**config.mk**
```make
export PLATFORM = sky130hd
export DESIGN_NAME = icache_ctrl
export DESIGN_NICKNAME = d
export VERILOG_FILES = /design/src/rtl/cache_pkg.sv /design/src/rtl/icache_ctrl.sv
export SDC_FILE = /design/constraint.sdc
export NUM_CORES = 1
export LEC_CHECK = 0
export CORE_AREA = 2 2 172 174
export CTS_CLUSTER_DIAMETER = 60
export DETAILED_ROUTE_END_ITERATION = 16
export DIE_AREA = 0 0 174 176
export PLACE_DENSITY = 0.72
export SLEW_MARGIN = 15
export SYNTH_ARGS = -nofsm -noshare
export SYNTH_HDL_FRONTEND = slang
export SYNTH_SLANG_ARGS = --single-unit
```
**constraint.sdc**
```tcl
create_clock -name clk -period 3 [get_ports clk]
set_input_delay 0.75 -clock clk [delete_from_list [all_inputs] [get_ports clk]]
set_output_delay 0.75 -clock clk [all_outputs]
set_load 0.01 [all_outputs]
```
**src/rtl/cache_pkg.sv**
```systemverilog
// Shared widths, array entry layout and controller states for the direct-mapped
// instruction cache.
package cache_pkg;

  localparam int unsigned TAG_W    = 20;
  localparam int unsigned INDEX_W  = 8;
  localparam int unsigned OFFSET_W = 4;
  localparam int unsigned LINE_W   = 128;
  localparam int unsigned ENTRY_W  = 1 + TAG_W + LINE_W;
  localparam int unsigned WORD_W   = 32;
  localparam int unsigned ADDR_W   = 32;
  localparam int unsigned BEAT_W   = 2;
  localparam int unsigned NUM_SETS = 1 << INDEX_W;

  typedef struct packed {
    logic              valid;
    logic [TAG_W-1:0]  tag;
    logic [LINE_W-1:0] line;
  } cache_entry_t;

  typedef enum logic [2:0] {
    INIT,
    IDLE,
    LOOKUP,
    MISS,
    REFILL,
    WRITE,
    RESP
  } icache_state_t;

  // Word sel of a line; word k occupies bits 32k+31:32k.
  function automatic logic [WORD_W-1:0] line_word(input logic [LINE_W-1:0] line,
                                                  input logic [BEAT_W-1:0] sel);
    return line[{sel, 5'b00000} +: WORD_W];
  endfunction

endpackage

```
**src/rtl/icache_ctrl.sv**
```systemverilog
// Blocking direct-mapped I-cache controller: clears the tag+data array after reset,
// serves hits at one fetch per cycle and refills a missing line as a 4-beat read.
module icache_ctrl
  import cache_pkg::*;
(
  input  logic               clk,
  input  logic               resetn,
  input  logic               cpu_req,
  input  logic [ADDR_W-1:0]  cpu_addr,
  output logic               cpu_addr_ok,
  output logic               cpu_data_ok,
  output logic [WORD_W-1:0]  cpu_rdata,
  output logic               mem_rd_req,
  output logic [ADDR_W-1:0]  mem_rd_addr,
  input  logic               mem_rd_ack,
  input  logic               mem_rvalid,
  input  logic [WORD_W-1:0]  mem_rdata,
  input  logic               mem_rlast,
  output logic               bram_ena,
  output logic               bram_wea,
  output logic [INDEX_W-1:0] bram_addr,
  output logic [ENTRY_W-1:0] bram_din,
  input  logic [ENTRY_W-1:0] bram_dout
);

  icache_state_t      state_q, state_d;
  logic [INDEX_W-1:0] init_cnt_q;
  logic [TAG_W-1:0]   tag_q;
  logic [INDEX_W-1:0] index_q;
  logic [BEAT_W-1:0]  word_q;
  logic [BEAT_W-1:0]  beat_q;
  logic [LINE_W-1:0]  line_q;
  logic               accept;
  logic               hit;
  cache_entry_t       rd_entry;
  cache_entry_t       wr_entry;

  // Byte offset inside a word and the rlast marker carry no control information.
  logic unused_ok;
  assign unused_ok = ^{cpu_addr[1:0], mem_rlast};

  assign rd_entry = bram_dout;
  assign hit      = rd_entry.valid && (rd_entry.tag == tag_q);
  assign wr_entry = '{valid: 1'b1, tag: tag_q, line: line_q};

  // Next-state and array/bus outputs
  always_comb begin
    state_d     = state_q;
    accept      = 1'b0;
    cpu_addr_ok = 1'b0;
    cpu_data_ok = 1'b0;
    cpu_rdata   = '0;
    mem_rd_req  = 1'b0;
    mem_rd_addr = '0;
    bram_ena    = 1'b0;
    bram_wea    = 1'b0;
    bram_addr   = '0;
    bram_din    = '0;

    case (state_q)
      INIT: begin
        // Held inactive while resetn is low so the array sees no writes in reset.
        bram_ena  = resetn;
        bram_wea  = resetn;
        bram_addr = init_cnt_q;
        if (init_cnt_q == INDEX_W'(NUM_SETS - 1)) state_d = IDLE;
      end
      IDLE: begin
        cpu_addr_ok = 1'b1;
        bram_ena    = 1'b1;
        bram_addr   = cpu_addr[OFFSET_W +: INDEX_W];
        if (cpu_req) begin
          accept  = 1'b1;
          state_d = LOOKUP;
        end
      end
      LOOKUP: begin
        if (hit) begin
          cpu_data_ok = 1'b1;
          cpu_rdata   = line_word(rd_entry.line, word_q);
          cpu_addr_ok = 1'b1;
          bram_ena    = 1'b1;
          bram_addr   = cpu_addr[OFFSET_W +: INDEX_W];
          accept      = cpu_req;
          state_d     = cpu_req ? LOOKUP : IDLE;
        end else begin
          state_d = MISS;
        end
      end
      MISS: begin
        mem_rd_req  = 1'b1;
        mem_rd_addr = {tag_q, index_q, OFFSET_W'(0)};
        if (mem_rd_ack) state_d = REFILL;
      end
      REFILL: begin
        if (mem_rvalid && (beat_q == BEAT_W'(3))) state_d = WRITE;
      end
      WRITE: begin
        bram_ena  = 1'b1;
        bram_wea  = 1'b1;
        bram_addr = index_q;
        bram_din  = wr_entry;
        state_d   = RESP;
      end
      RESP: begin
        cpu_data_ok = 1'b1;
        cpu_rdata   = line_word(line_q, word_q);
        state_d     = IDLE;
      end
      default: state_d = INIT;
    endcase
  end

  // State, clear counter, request latch and line-fill buffer
  always_ff @(posedge clk or negedge resetn) begin
    if (!resetn) begin
      state_q    <= INIT;
      init_cnt_q <= '0;
      tag_q      <= '0;
      index_q    <= '0;
      word_q     <= '0;
      beat_q     <= '0;
      line_q     <= '0;
    end else begin
      state_q <= state_d;
      if (state_q == INIT) init_cnt_q <= init_cnt_q + 1'b1;
      if (accept) begin
        tag_q   <= cpu_addr[OFFSET_W + INDEX_W +: TAG_W];
        index_q <= cpu_addr[OFFSET_W +: INDEX_W];
        word_q  <= cpu_addr[2 +: BEAT_W];
      end
      if (state_q == MISS) beat_q <= '0;
      if ((state_q == REFILL) && mem_rvalid) begin
        line_q[{beat_q, 5'b00000} +: WORD_W] <= mem_rdata;
        beat_q <= beat_q + 1'b1;
      end
    end
  end

endmodule

```
==> flow_summary.toml, run 1 <==
[clock_tree]
root_buffer = "clkbuf_16"
clk_path_buf_depth = 2
clkLatencyLatePin_ns = 0.42
cts_htree_levels = 4
cts_hold_buf = 0
cts.sinks = 171
tritoncts = "done"
cts_buffers = 17
clk_pin_slew_ns = 0.07

[layout]
area_growth_pct = 58.2
n_fill_cell = 2477
design_area_mm2 = 0.0166
area.sequential_mm2 = 0.00429
utilization = 0.582
post_route_cells_drive_above_1_share = 0.204
multi_input_area_mm2 = 0.00603
antennaDiodeCount = 0
fin_nets = 1816

[sta]
setup_viol_count_final = 77
fin_crit_ns = 3.29
finalCritPeriodShare = 1.10
worst_hold_slack_ns = 0.145
relSlewSlack = 0.282
rsz0062_at_grt = "yes"
drv_slew = 0
finalHoldViolations = 0
max_freq_mhz = 304
skew_ns = 0.0184
fin_ws_ns = -0.294
tightestPinTransition_ns = 1.07

[worst_setup_path]
cp.depth = 11
criticalPathCategory = "in2out"
crit_arrival_ns = 2.54
cp-start-kind = "input pin"
worst_ep_required_time_ns = 2.25
cp_top_family = "buffers and inverters"
worstRegToRegCells = 8
crit_slowest_cell = "dlygate4sd2_1"
path_cells = "dlygate4sd2_1 > xnor2_2 > nand3_2 > nor4_4 > buf_4 > nand3_4 > buf_12 > buf_12 > clkbuf_16 > a21oi_2 > buf_2"
cp_slowest_stage_delay_ns = 0.28
critPathMostFrequentCell = "buf_12"
crit_buf_inv = 6
end_kind = "primary output"
cp_max_fo = 6

[pwr]
finalPower_mw = 10.9
ir_drop_uv = 511
power_density_mw_per_mm2 = 657
p_leak_nw = 7.14

[synth]
synth_ff_type = "dfrtp_1"
seq_area_frac_synth = 0.408
synth_area_leaders = "dfrtp_1 (41%), mux4_2 (14%), nand2_1 (11%)"
syn_inst = 1149
synth_area_mm2 = 0.0105
synth.most_common_cell = "nand2_1"
avgSynthCellArea_um2 = 9.14
yosysTopAreaCell = "dfrtp_1"
yosys-top-cells-count = "nand2_1 (305), and2_1 (174), dfrtp_1 (171), o21ai_0 (153), mux4_2 (64)"
synth_top_area_share = 0.408
synthArstFlopShare = 1.00
ys_ff_latch = 171
yosysWarnings = 0
synth.distinct_cells = 41
synth_edf_count = 0

[global_route]
grt_usage = 0.269
antenna_found_initial = 1
grt_pass1_vias = 10700
grt_max_degree = 70
grt_pass1_wl_um = 63100
overflow = 0

[route]
drt_iter0_markers = 626
wl_met1_um = 16400
viasPerCell = 5.22
post_drt_wl_per_cell_um = 21.1
drc = 0
drt_wl_total_um = 42000
wl_met3_um = 3050
ant_nets = 0
routed.top_layer = "met5"
firstDrtPassIters = 5
num_vias = 10400
wl_met2_um = 21200

[floorplan]
chipHeight_um = 176
io_pins = 445
core_area_mm2 = 0.0285
num_rows = 62
dieArea_mm2 = 0.0306
chipWidth_um = 174
initial_core_util = 0.368

[placement]
placed_cell_area_mm2 = 0.0155
gp_congestion = 0.898
io_buffers = 437
dp_hpwl_um = 28700

[flow_run]
drv_cap = 0

[hold_path]
hold_path_class = "in2async"

[status]
violations = "setup timing"
status = "complete, but fails checks"
-- worst reg2reg max path: stages (launching register included) --
cell     delay, ns
dfrtp_1       0.46
xnor2_2       0.17
buf_4         0.13
buf_4         0.10
buf_4         0.10
nand3_1       0.06
nor4_1        0.62
a21oi_4       0.44
mux2_4        0.42
-- cells by family after synthesis --
| logic type | count (synthesis) | share of synthesized area |
|---|---|---|
| simple gates | 519 | 0.236 |
| compound gates | 201 | 0.103 |
| flops | 171 | 0.408 |
| buf+inv | 130 | 0.0523 |
| mux | 95 | 0.171 |
| xor+xnor | 26 | 0.0217 |
| fa+ha+maj | 6 | 0.00715 |
| other cells | 1 | 0.000357 |
-- through the flow --
step | setup WS (ns) | cells | setup TNS (ns)
global placement | -0.834 | 1925 | -35.04
CTS | -0.319 | 1980 | -26.09
detailed placement | -0.918 | 1925 | -37.12
floorplan | 0.224 | 1152 | 0
global route | -0.421 | 1988 | -24.18
finish | -0.294 | 1988 | -9.09
-- worst paths after layout --
check | from | slack (ns) | endpoint
min in group clk | line_q[21]$_DFFE_PN0P_ | 0.50 | line_q[21]$_DFFE_PN0P_
worst max-delay path | bram_dout[144] | -0.29 | bram_addr[4]
worst max register to register | tag_q[17]$_DFFE_PN0P_ | 0.41 | index_q[4]$_DFFE_PN0P_
worst min register to register | line_q[21]$_DFFE_PN0P_ | 0.50 | line_q[21]$_DFFE_PN0P_
worst min-delay path | resetn | 0.14 | tag_q[19]$_DFFE_PN0P_
max in group asynchronous | resetn | 1.10 | line_q[23]$_DFFE_PN0P_
-- metal layers --
layer	vias up	track usage
li1	4740	-
met1	5083	0.322
met2	483	0.473
met3	76	0.0652
met4	2	0.0914
met5	-	0
-- cell type report --
type,count,share of cell area
multi-input cells,851,0.363
inverters,42,0.00949
flip-flops and latches,171,0.259
clock inverters,15,0.0106
well taps,384,0.0289
clock buffers,17,0.0256
repair buffers,508,0.304
-- sequential cells by signal, indices dropped and copies added (netlist names) --
| register | cells |
|---|---|
| index_q | 8 |
| line_q | 128 |
| word_q | 2 |
| tag_q | 20 |
| beat_q | 2 |
| state_q | 3 |
| init_cnt_q | 8 |
-- where the power goes --
group | internal [mW] | total, mW | switching, mW | leakage [nW]
Combinational | 2.64 | 5.31 | 2.66 | 4.58
Clock | 1.19 | 2.25 | 1.06 | 0.288
Sequential | 2.80 | 3.36 | 0.555 | 2.27
Total | 6.64 | 10.9 | 4.28 | 7.14
-- cell usage in the layout, fill, tap and decap left out, types with 5 or more instances in the layout --
cell	Yosys	layout
o21ai_2	0	28
xnor2_2	0	9
buf_12	0	17
clkdlybuf4s15_1	0	7
clkbuf_16	0	19
clkdlybuf4s50_1	0	357
dfrtp_1	171	163
o21ai_1	15	21
a21oi_1	11	5
nor2_1	7	6
nand4_1	7	7
a21oi_2	1	5
ha_1	6	6
mux2_2	30	30
nand2_2	0	5
buf_2	16	44
buf_4	4	43
inv_1	42	41
dlymetal6s2s_1	0	14
mux4_2	64	64
a221oi_1	12	12
nand2_1	305	300
o21ai_0	153	118
xnor2_1	23	13
buf_6	3	9
dfrtp_2	0	6
dlygate4sd2_1	0	7
and2_1	174	174
-- timing repair --
action	CTS	global route
buffers inserted	18	6
pin swaps	44	34
endpoints found under the setup margin	219	218
gates cloned	5	3
gates resized for setup	289	65
No activity file was read; power rests on OpenSTA's default activity.
==> inputs of run 2 (changes only) <==
Settings changed: CORE_AREA 2 2 172 174 to 2 2 174 176, DIE_AREA 0 0 174 176 to 0 0 176 178, DONT_BUFFER_PORTS set to 1, PLACE_DENSITY 0.72 to 0.52.
==> flow_summary.toml, run 2 (synthesis gave the netlist of run 1 again) <==
[floorplan]
chipHeight_um = 178
num_rows = 63
io_pins = 445
chipWidth_um = 176
dieArea_mm2 = 0.0313
core_area_mm2 = 0.0294
initial_core_util = 0.357

[clock_tree]
clkLatencyLatePin_ns = 0.44
cts.sinks = 171
root_buffer = "clkbuf_16"
tritoncts = "done"
clk_pin_slew_ns = 0.06
cts_buffers = 17
clk_path_buf_depth = 2
cts_htree_levels = 4

[sta]
max_freq_mhz = 324
skew_ns = 0.0137
relSlewSlack = 0.522
setup_viol_count_final = 32
finalCritPeriodShare = 1.03
tightestPinTransition_ns = 0.716
fin_ws_ns = -0.0833
final.setup.tns_ns = -1.08
finalHoldViolations = 0
rsz0062_at_grt = "yes"
drv_slew = 0
fin_crit_ns = 3.08

[route]
drt_iter0_markers = 590
drc = 0
firstDrtPassIters = 7
ant_nets = 0
routed.top_layer = "met5"
wl_met2_um = 18300
viasPerCell = 5.30
num_vias = 8376
post_drt_wl_per_cell_um = 23.3
wl_met3_um = 2440
drt_wl_total_um = 36800
wl_met1_um = 15300

[layout]
multi_input_area_mm2 = 0.00596
utilization = 0.421
largestRegisters = "line_q x128, tag_q x20"
area_growth_pct = 18.0
largest_register = "line_q"
layout_common_cells = "nand2_1 (301), and2_1 (174), dfrtp_1 (169), o21ai_0 (122), buf_4 (75)"
fin_nets = 1403
post_route_cells_drive_above_1_share = 0.229
largest_reg_flops = 128
area.sequential_mm2 = 0.00429
final_common_cell = "nand2_1"
design_area_mm2 = 0.0124
n_fill_cell = 2932

[placement]
io_buffers = 0
dp_hpwl_um = 25200
gp_congestion = 0.804
placed_cell_area_mm2 = 0.0114

[pwr]
power_density_mw_per_mm2 = 808
p_leak_nw = 5.18
ir_drop_uv = 566

[worst_setup_path]
r2r_end = "index_q[4]$_DFFE_PN0P_"
cp_max_fo = 6
criticalPathCategory = "reg2out"
rrSetupSlack_ns = 0.78
cp-start-kind = "register"
cp_top_family = "buffers and inverters"
worstRegToRegCells = 10
crit_arrival_ns = 2.33
end_kind = "primary output"
cp_slowest_stage_delay_ns = 0.42
regToRegStartpoint = "tag_q[13]$_DFFE_PN0P_"
critPathMostFrequentCell = "buf_4"
crit_slowest_cell = "dfrtp_1"
path_cells = "xnor2_2 > nand3_2 > nor4_4 > buf_4 > nand3_4 > buf_12 > buf_8 > o21ai_2 > buf_4"
worst_ep_required_time_ns = 2.25
crit_buf_inv = 4

[flow_run]
drv_cap = 0

[global_route]
grt_max_degree = 83
grt_usage = 0.233
overflow = 0
grt_pass1_wl_um = 53800
antenna_found_initial = 2
grt_pass1_vias = 8334

[status]
violations = "setup timing"
status = "complete, but fails checks"

[hold_path]
hold_path_class = "in2async"
[run 2: changes by cell type in the layout (fill, tap and decap cells not counted), moves of 8 or more]
| cell | previous run | this run |
|---|---|---|
| dlymetal6s2s_1 | 14 | 0 |
| buf_2 | 44 | 0 |
| buf_4 | 43 | 75 |
| clkdlybuf4s50_1 | 357 | 0 |
| o21ai_2 | 28 | 15 |
| o21ai_1 | 21 | 29 |
[run 2: power by group]
| part | switching (mW) | internal (mW) | total, mW |
|---|---|---|---|
| clock network | 0.977 | 1.27 | 2.25 |
| registers | 0.538 | 2.80 | 3.33 |
| logic | 2.40 | 2.02 | 4.42 |
[run 2: through the flow]
stage | cells | total power, mW | hold WS (ns) | setup WS (ns)
global route | 1581 | 10.6 | 0.152 | -0.206
detailed placement | 1542 | 7.54 | 0.463 | -0.194
global placement | 1542 | 7.48 | 0.463 | -0.206
floorplan | 1152 | 6.14 | 0.454 | 0.224
CTS | 1580 | 10.0 | 0.151 | -0.144
finish | 1581 | 10.0 | 0.161 | -0.0833
[run 2: layer usage]
metal | GRT usage | vias up
met5 | 0 | -
met4 | 0.0737 | 2
met3 | 0.0586 | 38
met2 | 0.390 | 345
met1 | 0.296 | 4076
li1 | - | 3915
[run 2: how the worst max path moves through the flow]
stage                               start       endpoint  slack, ns  depth (start not counted)
global route        tag_q[10]$_DFFE_PN0P_  cpu_rdata[17]      -0.21                          9
finish              tag_q[13]$_DFFE_PN0P_  cpu_rdata[17]      -0.08                          9
detailed placement         bram_dout[141]    cpu_addr_ok      -0.19                          8
floorplan                  bram_dout[142]   bram_addr[5]       0.22                          6
global placement           bram_dout[141]    cpu_addr_ok      -0.21                          8
CTS                 tag_q[13]$_DFFE_PN0P_  cpu_rdata[23]      -0.14                          9
[run 2: layout make-up]
type,instances,area share
flip-flops and latches,171,0.346
clock buffers,22,0.0375
repair buffers,95,0.0736
clock inverters,9,0.00930
diodes,1,0.000202
multi-input cells,851,0.481
well taps,390,0.0394
inverters,42,0.0127
[run 2: what timing repair did]
action / in CTS / in global routing
endpoints found under the hold margin: 82 / 0
pin swaps: 15 / 3
cloned: 1 / 0
gates resized for setup: 48 / 37
setup endpoints to repair: 43 / 43
hold buffers: 4 / 0
setup buffers: 2 / 1
==> inputs of run 3 (changes only) <==
Settings changed: PLACE_DENSITY 0.52 to 0.53.
Clock period 3 ns to 2.7 ns, I/O delays scaled along.
==> flow_summary.toml, run 3 (synthesis gave the netlist of run 1 again) <==
[global_route]
grt_pass1_vias = 8511
grt_pass1_wl_um = 54000
grt_max_degree = 174
antenna_found_initial = 0
overflow = 0
grt_usage = 0.230

[clock_tree]
clkLatencyLatePin_ns = 0.42
cts_buffers = 17
cts.sinks = 171
clk_pin_slew_ns = 0.08
root_buffer = "clkbuf_16"
cts_htree_levels = 4
tritoncts = "done"
clk_path_buf_depth = 2

[pwr]
seq_power_share = 0.340
ir_drop_uv = 695
swShare = 0.398
p_int_mw = 6.66
p_leak_nw = 5.19
power_density_mw_per_mm2 = 895
clockPowerShare = 0.222
comb_power_share = 0.437
netSwitchingPower_mw = 4.41

[worst_setup_path]
r2r_end = "index_q[4]$_DFFE_PN0P_"
end_kind = "primary output"
cp_slowest_stage_delay_ns = 0.43
critPathMostFrequentCell = "buf_4"
worst_ep_required_time_ns = 2.03
path_cells = "xnor2_2 > nand3_1 > nor4_2 > buf_4 > nand3_4 > buf_12 > o21ai_1 > buf_4"
regToRegStartpoint = "tag_q[13]$_DFFE_PN0P_"
cp_max_fo = 26
rrSetupSlack_ns = 0.29
crit_slowest_cell = "dfrtp_2"
worstRegToRegCells = 9
crit_arrival_ns = 2.32
criticalPathCategory = "reg2out"
cp-start-kind = "register"

[route]
num_vias = 8507
firstDrtPassIters = 4
viasPerCell = 5.37
ant_nets = 0
drt_iter0_markers = 447
drc = 0
post_drt_wl_per_cell_um = 23.2
drt_wl_total_um = 36800

[sta]
max_freq_mhz = 334
worst_hold_slack_ns = -0.0592
rsz0062_at_grt = "yes"
fin_ws_ns = -0.296
fin_crit_ns = 3.00
finalHoldViolations = 86
drv_slew = 0
finalCritPeriodShare = 1.11
final.setup.tns_ns = -8.14
relSlewSlack = 0.541
setup_viol_count_final = 43
tightestPinTransition_ns = 0.689
skew_ns = 0.00904

[floorplan]
num_rows = 63
dieArea_mm2 = 0.0313
chipWidth_um = 176
chipHeight_um = 178
core_area_mm2 = 0.0294
initial_core_util = 0.357
io_pins = 445

[layout]
final_common_cell = "nand2_1"
n_fill_cell = 2915
area_growth_pct = 17.8
fin_nets = 1406
largest_register = "line_q"
area.sequential_mm2 = 0.00429
largest_reg_flops = 128
largestRegisters = "line_q x128, tag_q x20"
post_route_cells_drive_above_1_share = 0.234
multi_input_area_mm2 = 0.00595
instances_no_fill = 1585
layout_common_cells = "nand2_1 (301), and2_1 (174), dfrtp_1 (166), o21ai_0 (131), buf_4 (77)"

[placement]
dp_hpwl_um = 25200
gp_congestion = 0.796
dp_cells = 1542
io_buffers = 0

[hold_path]
hold_path_class = "in2async"

[status]
violations = "hold timing, setup timing"
status = "complete, but fails checks"

[flow_run]
drv_cap = 0
-- run 3: layout make-up --
| class | count | share of cell area |
|---|---|---|
| diodes | 1 | 0.000202 |
| clock buffers | 18 | 0.0355 |
| clock inverters | 14 | 0.0106 |
| inverters | 42 | 0.0128 |
| multi-input cells | 852 | 0.481 |
| flip-flops and latches | 171 | 0.347 |
| well taps | 390 | 0.0395 |
| repair buffers | 97 | 0.0731 |
-- run 3: through the flow --
step           power, mW  instance area (um2)   util  setup slack, ns
2_1_floorplan       6.82                10500      -           0.0744
3_3_place_gp        8.35                11400  0.389           -0.376
3_5_place_dp        8.41                11400  0.389           -0.330
4_1_cts             11.1                12300  0.417           -0.369
5_1_grt             11.7                12400  0.420           -0.394
6_report            11.1                12400  0.420           -0.296
-- run 3: metal layers --
layer / track usage / part of all wire / vias to the layer above
met5: 0 / 0 / -
li1: - / - / 3937
met1: 0.295 / 0.42 / 4169
met2: 0.395 / 0.50 / 382
met4: 0.0434 / 0.010 / 0
met3: 0.0599 / 0.075 / 19
-- run 3: timing repair --
action | CTS | global route
pin swaps | 11 | 7
gates resized for setup | 55 | 23
buffers inserted | 6 | 3
cloned | 1 | 1
endpoints found under the hold margin | 171 | 161
setup endpoints to repair | 99 | 139
-- run 3: power by group through the flow --
stage                     registers, mW  clock network, mW  logic, mW
final                              3.77               2.46       4.84
after CTS                          3.76               2.53       4.76
after detailed placement           3.81                  0       4.59
after global placement             3.79                  0       4.56
after global routing               3.86               2.63       5.26
after floorplan                    3.47                  0       3.35
-- run 3: worst max-delay path by stage --
stage                                     start            end  slack (ns)  cells past startpoint
after floorplan                  bram_dout[142]   bram_addr[5]        0.07                      6
after global placement           bram_dout[144]  cpu_rdata[31]       -0.38                      8
after detailed placement         bram_dout[144]  cpu_rdata[31]       -0.33                      8
after CTS                 tag_q[13]$_DFFE_PN0P_    cpu_addr_ok       -0.37                      9
after global routing      tag_q[17]$_DFFE_PN0P_  cpu_rdata[31]       -0.39                      8
final                     tag_q[13]$_DFFE_PN0P_  cpu_rdata[31]       -0.30                      8
-- run 3: worst max-delay path: cells and delay by family, from the launching register on --
| kind | cells | cell delay (ns) |
|---|---|---|
| buf+inv | 3 | 0.54 |
| flops | 1 | 0.43 |
| xor+xnor | 1 | 0.16 |
| compound gates | 1 | 0.22 |
| simple gates | 3 | 0.53 |
